$ cat src/rtl/led_mode_decoder.sv
// led_mode_decoder: recovers the bike light controller mode from its `led`
// drive waveform. Each window of N = 2^W cycles is classified by its high
// count (duty) and its rising-edge count. A mode is reported only when two
// consecutive windows agree on a legal classification.
module led_mode_decoder #(
  parameter int W = 5
) (
  input  logic       clk,
  input  logic       rst_n,
  input  logic       led,
  output logic [3:0] state,
  output logic       valid,
  output logic       changed,
  output logic       unknown
);

  localparam int N = 1 << W;

  // Classification thresholds, sized to match the W+1 bit counters.
  localparam logic [W:0] H_FULL     = (W+1)'(N);
  localparam logic [W:0] H_BLINK_LO = (W+1)'((3 * N) / 8);
  localparam logic [W:0] H_BLINK_HI = (W+1)'((5 * N) / 8);
  localparam logic [W:0] H_DIM_HI   = (W+1)'((7 * N) / 8);
  localparam logic [W:0] E_BLINK_HI = (W+1)'(N / 16);
  localparam logic [W:0] E_DIM_LO   = (W+1)'(N / 8);

  typedef enum logic [2:0] {
    CLS_OFF,
    CLS_ON,
    CLS_BLINK,
    CLS_DIM,
    CLS_INVALID
  } cls_t;

  logic [W-1:0] win_cnt;
  logic [W:0]   h_cnt;
  logic [W:0]   e_cnt;
  logic         prev_led;
  cls_t         cls;

  logic         window_end;
  logic [W:0]   h_next;
  logic [W:0]   e_next;
  cls_t         new_cls;
  logic [3:0]   new_onehot;
  logic         match;

  // Window ends on the last count; counts include this cycle's sample.
  always_comb begin
    window_end = &win_cnt;
    h_next     = h_cnt + (W+1)'(led);
    e_next     = e_cnt + (W+1)'(led & ~prev_led);
  end

  // Classify the window as it closes; the order of tests sets priority.
  always_comb begin
    new_cls = CLS_INVALID;
    if (h_next == '0) begin
      new_cls = CLS_OFF;
    end else if (h_next == H_FULL) begin
      new_cls = CLS_ON;
    end else if (h_next >= H_BLINK_LO && h_next <= H_BLINK_HI &&
                 e_next >= (W+1)'(1) && e_next <= E_BLINK_HI) begin
      new_cls = CLS_BLINK;
    end else if (h_next > H_BLINK_HI && h_next <= H_DIM_HI &&
                 e_next >= E_DIM_LO) begin
      new_cls = CLS_DIM;
    end
    match = (new_cls == cls) && (new_cls != CLS_INVALID);
  end

  // One-hot encoding shared with the controller's state register.
  always_comb begin
    new_onehot = 4'b0000;
    case (new_cls)
      CLS_OFF:   new_onehot = 4'b0001;
      CLS_ON:    new_onehot = 4'b0010;
      CLS_BLINK: new_onehot = 4'b0100;
      CLS_DIM:   new_onehot = 4'b1000;
      default:   new_onehot = 4'b0000;
    endcase
  end

  // Sample led every cycle; accumulate per window; latch decode at window end.
  // NOTE: state registers use non-blocking assignments so every register
  // sees the pre-edge values of the others, regardless of statement order.
  always_ff @(posedge clk or negedge rst_n) begin
    if (!rst_n) begin
      win_cnt  <= '0;
      h_cnt    <= '0;
      e_cnt    <= '0;
      prev_led <= 1'b0;
      cls      <= CLS_INVALID;
      state    <= 4'b0000;
      valid    <= 1'b0;
      changed  <= 1'b0;
      unknown  <= 1'b0;
    end else begin
      win_cnt  <= win_cnt + 1'b1;
      prev_led <= led;
      changed  <= 1'b0;
      if (window_end) begin
        // Next window starts fresh with the next cycle's sample.
        h_cnt   <= '0;
        e_cnt   <= '0;
        cls     <= new_cls;
        unknown <= (new_cls == CLS_INVALID);
        valid   <= match;
        if (match) begin
          state   <= new_onehot;
          changed <= (new_onehot != state);
        end
      end else begin
        h_cnt <= h_next;
        e_cnt <= e_next;
      end
    end
  end

endmodule

$ cat config.mk
export PLATFORM = sky130hd
export DESIGN_NAME = led_mode_decoder
export DESIGN_NICKNAME = d
export VERILOG_FILES = /design/src/rtl/led_mode_decoder.sv
export SDC_FILE = /design/constraint.sdc
export NUM_CORES = 1
export LEC_CHECK = 0
export BUFFER_PORTS_ARGS = -buffer_cell sky130_fd_sc_hd__buf_2
export CAP_MARGIN = 20
export CORE_ASPECT_RATIO = 1.5
export CORE_MARGIN = 5
export CORE_UTILIZATION = 45
export CTS_CLUSTER_SIZE = 10
export DETAILED_ROUTE_END_ITERATION = 16
export PLACE_DENSITY = 0.77
export SYNTH_ARGS = -nofsm -noshare
export SYNTH_HDL_FRONTEND = slang
export SYNTH_SLANG_ARGS = --single-unit
$ cat constraint.sdc
create_clock -name clk -period 2.75 [get_ports clk]
set_input_delay 0.1375 -clock clk [delete_from_list [all_inputs] [get_ports clk]]
set_output_delay 0.1375 -clock clk [all_outputs]
set_load 0.02 [all_outputs]
# --- Word-level counts from Yosys, hierarchy flattened ---
# Index checks and enable logic that the tools add are counted.
totals:
  in_bits: 3
  out_inout_bits: 7
  wordCells: 48
  regBits: 28
classes:
  order_cmp: 7
  reduce_logical: 10
  eq_ne: 8
  n_mux: 9
  bitwise: 2
  addsub: 3
op_table:
  columns: ["operator", "count"]
  rows:
  - ["4-bit case mux with 4 select lines", 1]
  - ["6-bit by 5-bit <= comparator with 1-bit output (second input constant)", 2]
  - ["3-bit 2-to-1 mux", 4]
  - ["6-bit 2-to-1 mux", 2]
  - ["6-bit by 1-bit adder with 6-bit output", 1]
  - ["6-bit adder", 1]
  - ["1-bit by 6-bit bitwise AND with 6-bit output", 1]
  - ["3-bit by 2-bit equality test with 1-bit output (second input constant)", 2]
  - ["6-bit equality test (second input constant)", 1]
  - ["6-bit by 1-bit greater-or-equal comparator with 1-bit output (second input constant)", 1]
  - ["6-bit by 3-bit greater-or-equal comparator with 1-bit output (second input constant)", 1]
  - ["6-bit by 4-bit greater-or-equal comparator with 1-bit output (second input constant)", 1]
  - ["6-bit by 5-bit > comparator with 1-bit output (second input constant)", 1]
  - ["6-bit by 2-bit <= comparator with 1-bit output (second input constant)", 1]
  - ["1-bit logical AND", 6]
  - ["6-bit zero test", 1]
  - ["1-bit NOT with 6-bit output", 1]
  - ["6-bit AND reduction", 1]
  - ["5-bit by 1-bit adder with 5-bit output (second input constant)", 1]
  - ["5-bit AND reduction", 1]
  - ["4-bit != test", 1]
  - ["3-bit by 1-bit equality test with 1-bit output (second input constant)", 1]
  - ["3-bit equality test", 1]
  - ["3-bit equality test (second input constant)", 1]
  - ["3 further kinds", 4]

# --- Longest topological paths before layout ---
logic_depth:
  ltp_word: 14
  ltp_mapped: 10

# --- Least setup slack after synthesis ---
# No wires, ideal clock.
synth_path:
  path_kind: "register -> register"
  startpoint: "register h_cnt[0]"
  endpoint: "register state[1]"
  required_time_ps: 2622
  stages_incl_launch_ff: 10
  setup_slack_ps: -22
  setup_time_ps: 128
  arrival_ps: 2644
  cell_sequence: "dfrtp_1 > ha_1 > ha_1 > nand3_1 > xnor2_1 > or3_4 > a2111oi_4 > nor3_2 > nor4b_4 > mux2_1"
synth_via:
  elab_chain_len: 11
synth_rtl:
  columns: ["item", "line_no", "rtl"]
  rows:
  - ["from (decl)", "36", "logic [W:0] h_cnt;"]
  - ["from (signal assigned)", "114", "h_cnt <= h_next;"]
  - ["6-bit by 1-bit adder with 6-bit output (*)", "51", "h_next = h_cnt + (W+1)'(led);"]
  - ["6-bit by 5-bit > comparator with 1-bit output (tied with other cells)", "65", "end else if (h_next > H_BLINK_HI && h_next <= H_DIM_HI &&"]
  - ["1-bit logical AND (on tied branches) (2 in a row)", "65, 62", null]
  - ["3-bit 2-to-1 mux / 1-bit logical AND (equally long branches)", "65, 63", null]
  - ["3-bit 2-to-1 mux", "62", "end else if (h_next >= H_BLINK_LO && h_next <= H_BLINK_HI &&"]
  - ["3-bit 2-to-1 mux", "60", "end else if (h_next == H_FULL) begin"]
  - ["3-bit 2-to-1 mux (*)", "58", "if (h_next == '0) begin"]
  - ["3-bit equality test / 3-bit != test (equally long branches)", "69", "match = (new_cls == cls) && (new_cls != CLS_INVALID);"]
  - ["1-bit logical AND", "69", null]
  - ["6-bit AND reduction (no line)", null, null]
  - ["to (signal assigned)", "110", "state <= new_onehot;"]
  - ["to (decl)", "11", "output logic [3:0] state,"]
# Every way passes the cells marked *; elsewhere a longest branch is shown, timed or not.
# A chain may end at the register's enable or synchronous reset.

# --- Worst setup path after layout ---
layout_path:
  startpoint: "register h_cnt[0]"
  endpoint: "register state[2]"
# The elaborated chain is that of the path after synthesis.

==> run_summary.xml <==
<?xml version="1.0" encoding="UTF-8"?>
<metrics>
  <group name="cells_and_area">
    <metric name="layout-drive-gt1-share" unit="%">37.7</metric>
    <metric name="n_fill_cell" unit="">246</metric>
    <metric name="insertedDiodeCount" unit="">0</metric>
    <metric name="layout.cell_area.non_filler" unit="um2">1800</metric>
    <metric name="finish.utilization" unit="%">61.2</metric>
    <metric name="syn2layout_area_growth" unit="%">29.9</metric>
    <metric name="area_occupied_by_multi_input_gates" unit="um2">787</metric>
    <metric name="ff_latch_area" unit="um2">703</metric>
    <metric name="final_nets" unit="">161</metric>
  </group>
  <group name="power_and_ir_drop">
    <metric name="vdd.ir_drop.worst" unit="mV">0.641</metric>
    <metric name="pwr_density_cell" unit="nW/um2">884</metric>
    <metric name="total_leakage_power" unit="nW">0.833</metric>
    <metric name="report.power.total" unit="mW">1.59</metric>
  </group>
  <group name="logic_synthesis">
    <metric name="yosys_register_bits" unit="">28</metric>
    <metric name="post_synth_mux_area_share" unit="%">4.78</metric>
    <metric name="synth_sequential_area_ratio" unit="%">50.6</metric>
    <metric name="synth_top_family_by_area" unit="">simple AND/OR/NAND/NOR gates</metric>
    <metric name="syn_nets" unit="">132</metric>
    <metric name="synthDominantCellAreaShare" unit="%">48.7</metric>
    <metric name="synth_top_area_cell" unit="">dfrtp_1</metric>
    <metric name="synth_compound_area_share" unit="%">8.84</metric>
    <metric name="yosys.cell_count.top_type" unit="">dfrtp_1</metric>
    <metric name="ys_async_sr_fraction" unit="%">100</metric>
    <metric name="syn_inst" unit="">123</metric>
    <metric name="yosys_most_used_dff" unit="">dfrtp_1</metric>
    <metric name="synth-simple-area-share" unit="%">19.2</metric>
    <metric name="synth_commonest_cells" unit="">27 x dfrtp_1, 15 x nor2_1, 8 x xnor2_1</metric>
    <metric name="post_synth_instance_area" unit="um2">1390</metric>
    <metric name="number_of_enable_flip_flop_cells_after_synthesis" unit="">0</metric>
    <metric name="synth_area_leaders" unit="">dfrtp_1 49%, ha_1 5.4%, xnor2_1 5.1%</metric>
    <metric name="mapped_avg_cell_area" unit="um2">11.3</metric>
    <metric name="post_synth_fa_ha_maj_area_fraction" unit="%">5.42</metric>
    <metric name="netlist-cell-type-count" unit="">33</metric>
    <metric name="synth_xor_area_share" unit="%">9.48</metric>
    <metric name="ys.warnings.count" unit="">0</metric>
  </group>
  <group name="drt">
    <metric name="drc" unit="">0</metric>
    <metric name="vias_post_dr" unit="">1037</metric>
    <metric name="wl" unit="um">2860</metric>
    <metric name="viasPerCell" unit="">5.46</metric>
    <metric name="dr.pass1.iters" unit="">4</metric>
    <metric name="drt_iter0_markers" unit="">39</metric>
    <metric name="drt-wirelength-per-cell" unit="um">15.1</metric>
    <metric name="drt.antenna.violating_nets" unit="">0</metric>
  </group>
  <group name="clock_tree">
    <metric name="cts_tree" unit="">done</metric>
    <metric name="ctsLongestPathBuffers" unit="">2</metric>
    <metric name="ctsRootBufferMaster" unit="">clkbuf_8</metric>
    <metric name="clkLatencyLatePin" unit="ns">0.28</metric>
    <metric name="numCtsBuffers" unit="">3</metric>
    <metric name="clkSinkCount" unit="">28</metric>
    <metric name="clkSlewWorstSetupHoldPaths" unit="ns">0.09</metric>
    <metric name="htree_num_levels" unit="">1</metric>
  </group>
  <group name="timing">
    <metric name="fin_ws" unit="ns">-0.0326</metric>
    <metric name="relSlewSlack" unit="%">59.0</metric>
    <metric name="timing_worst_slew_pin_value" unit="ns">0.616</metric>
    <metric name="ratio_of_final_minimum_period_to_clock_period" unit="%">101</metric>
    <metric name="hold_viol" unit="">0</metric>
    <metric name="maxSlewViolCount" unit="">0</metric>
    <metric name="grt_setup_unrepaired" unit="">true</metric>
    <metric name="final-setup-viol-count" unit="">4</metric>
    <metric name="skew" unit="ns">0.00443</metric>
    <metric name="period_needed" unit="ns">2.78</metric>
    <metric name="clock.fmax" unit="MHz">359</metric>
  </group>
  <group name="die">
    <metric name="row_count" unit="">24</metric>
    <metric name="die-height" unit="um">78.0</metric>
    <metric name="num_io_pins" unit="">10</metric>
    <metric name="core_footprint" unit="um2">2940</metric>
    <metric name="die_span_x" unit="um">55.3</metric>
    <metric name="dieArea" unit="um2">4310</metric>
    <metric name="floorplan.initialDensity" unit="%">47.1</metric>
  </group>
  <group name="placement">
    <metric name="dp.final_hpwl" unit="um">1790</metric>
    <metric name="gp_congestion" unit="">0.861</metric>
    <metric name="number_of_port_buffers" unit="">9</metric>
    <metric name="postPlaceCellArea" unit="um2">1530</metric>
  </group>
  <group name="grt">
    <metric name="wire_length_of_the_first_global_routing_pass" unit="um">4930</metric>
    <metric name="grt_util_met3" unit="%">1.83</metric>
    <metric name="antenna_found_initial" unit="">0</metric>
    <metric name="track_usage" unit="%">14.3</metric>
    <metric name="globalRouteMet2Util" unit="%">25.6</metric>
    <metric name="grt.overflow.total" unit="">0</metric>
    <metric name="grt_max_degree" unit="">29</metric>
    <metric name="global_route.peak_usage_layer" unit="">met2</metric>
    <metric name="first_global_vias" unit="">1075</metric>
    <metric name="met1_use_gr" unit="%">16.1</metric>
  </group>
  <group name="worst_setup_path">
    <metric name="critical_path_peak_fanout" unit="">4</metric>
    <metric name="timing.critical_path.to_type" unit="">register</metric>
    <metric name="worst_ep_required_time" unit="ns">2.92</metric>
    <metric name="reg2reg_setup_slack" unit="ns">-0.03</metric>
    <metric name="critical_path.startpoint_type" unit="">register</metric>
    <metric name="worstPathArrival" unit="ns">2.95</metric>
    <metric name="worstSetupPathType" unit="">register to register</metric>
  </group>
  <group name="run_status">
    <metric name="status" unit="">finished with violations</metric>
    <metric name="failed_checks" unit="">negative setup slack</metric>
  </group>
  <group name="worst_hold_path">
    <metric name="min_path_type" unit="">input pin to register</metric>
  </group>
  <group name="job">
    <metric name="cap_violations" unit="">0</metric>
  </group>
</metrics>
through the flow:
step | setup TNS, ns | instances | setup slack [ns] | hold slack (ns)
after CTS | -0.0319 | 186 | -0.0146 | 0.0236
after floorplan | 0 | 123 | 0.0408 | -0.158
after detailed placement | -0.363 | 176 | -0.111 | 0.189
after global routing | -0.433 | 190 | -0.115 | 0.0208
after global placement | 0 | 176 | 0.00730 | 0.176
final | -0.0940 | 190 | -0.0326 | 0.0264
worst paths after layout:
path                            start          to  depth (start not counted)
max                          h_cnt[0]    state[2]                         10
min                               led    prev_led                          1
max reg2reg                  h_cnt[0]    state[2]                         10
min reg2reg                win_cnt[0]  win_cnt[0]                          1
max in group asynchronous       rst_n    h_cnt[2]                          2
min in group asynchronous       rst_n    h_cnt[3]                          2
per-layer routing:
metal	vias up	share of wire (%)
met5	-	0
met4	0	2.9
met3	9	1.8
met2	15	54
met1	530	41
li1	483	-
registers in the layout, summed over array words and instances (netlist names):
signal and flops:
state 4, valid 1, unknown 1, h_cnt 6
e_cnt 6, win_cnt 5, changed 1, cls 3
prev_led 1
cells in the final DEF, fill, tap and decap left out, drive strengths merged, types with 2 or more instances in the layout:
cell type,Yosys,layout
a2111oi,2,2
a21oi,5,5
and2,2,2
buf,0,25
clkbuf,2,3
dfrtp,27,27
ha,6,6
inv,4,4
mux2,5,5
nand2,6,6
nand3,6,6
nor2,15,15
nor2b,5,5
nor3,2,2
nor4,2,2
o21ai,4,4
or3,5,5
xnor2,8,8
xor2,7,7
layout make-up:
type | count | share of cell area, %
Clock buffer | 3 | 2.29
Clock inverter | 1 | 1.67
Inverter | 4 | 0.834
Multi-Input combinational cell | 89 | 43.7
Sequential cell | 28 | 39.1
Tap cell | 39 | 2.71
Timing Repair Buffer | 26 | 9.73
critical path: stages, from the launching register on:
cell	delay (ns)
dfrtp_1	0.41
ha_4	0.18
ha_4	0.18
xnor2_4	0.21
nor2_2	0.07
or3_4	0.35
a2111oi_4	0.40
nor3_2	0.11
nor4b_4	0.27
buf_4	0.19
mux2_4	0.31
timing repair:
item,4_1_cts,5_1_grt
hold endpoints to repair,27,0
setup endpoints to repair,6,6
pin swaps,5,10
gates resized for setup,17,9
buffers inserted,5,4
hold buffers,1,0
report_power, final:
group	total (mW)	internal, mW	switching [mW]
registers	0.596	0.495	0.102
logic	0.674	0.342	0.332
clock network	0.322	0.195	0.127
cells by family after synthesis:
| group | Yosys count |
|---|---|
| compound gates | 15 |
| xor+xnor | 15 |
| fa+ha+maj | 6 |
| buf+inv | 6 |
| flops | 28 |
| mux | 6 |
| simple gates | 47 |
(Power assumes the default switching activity.)
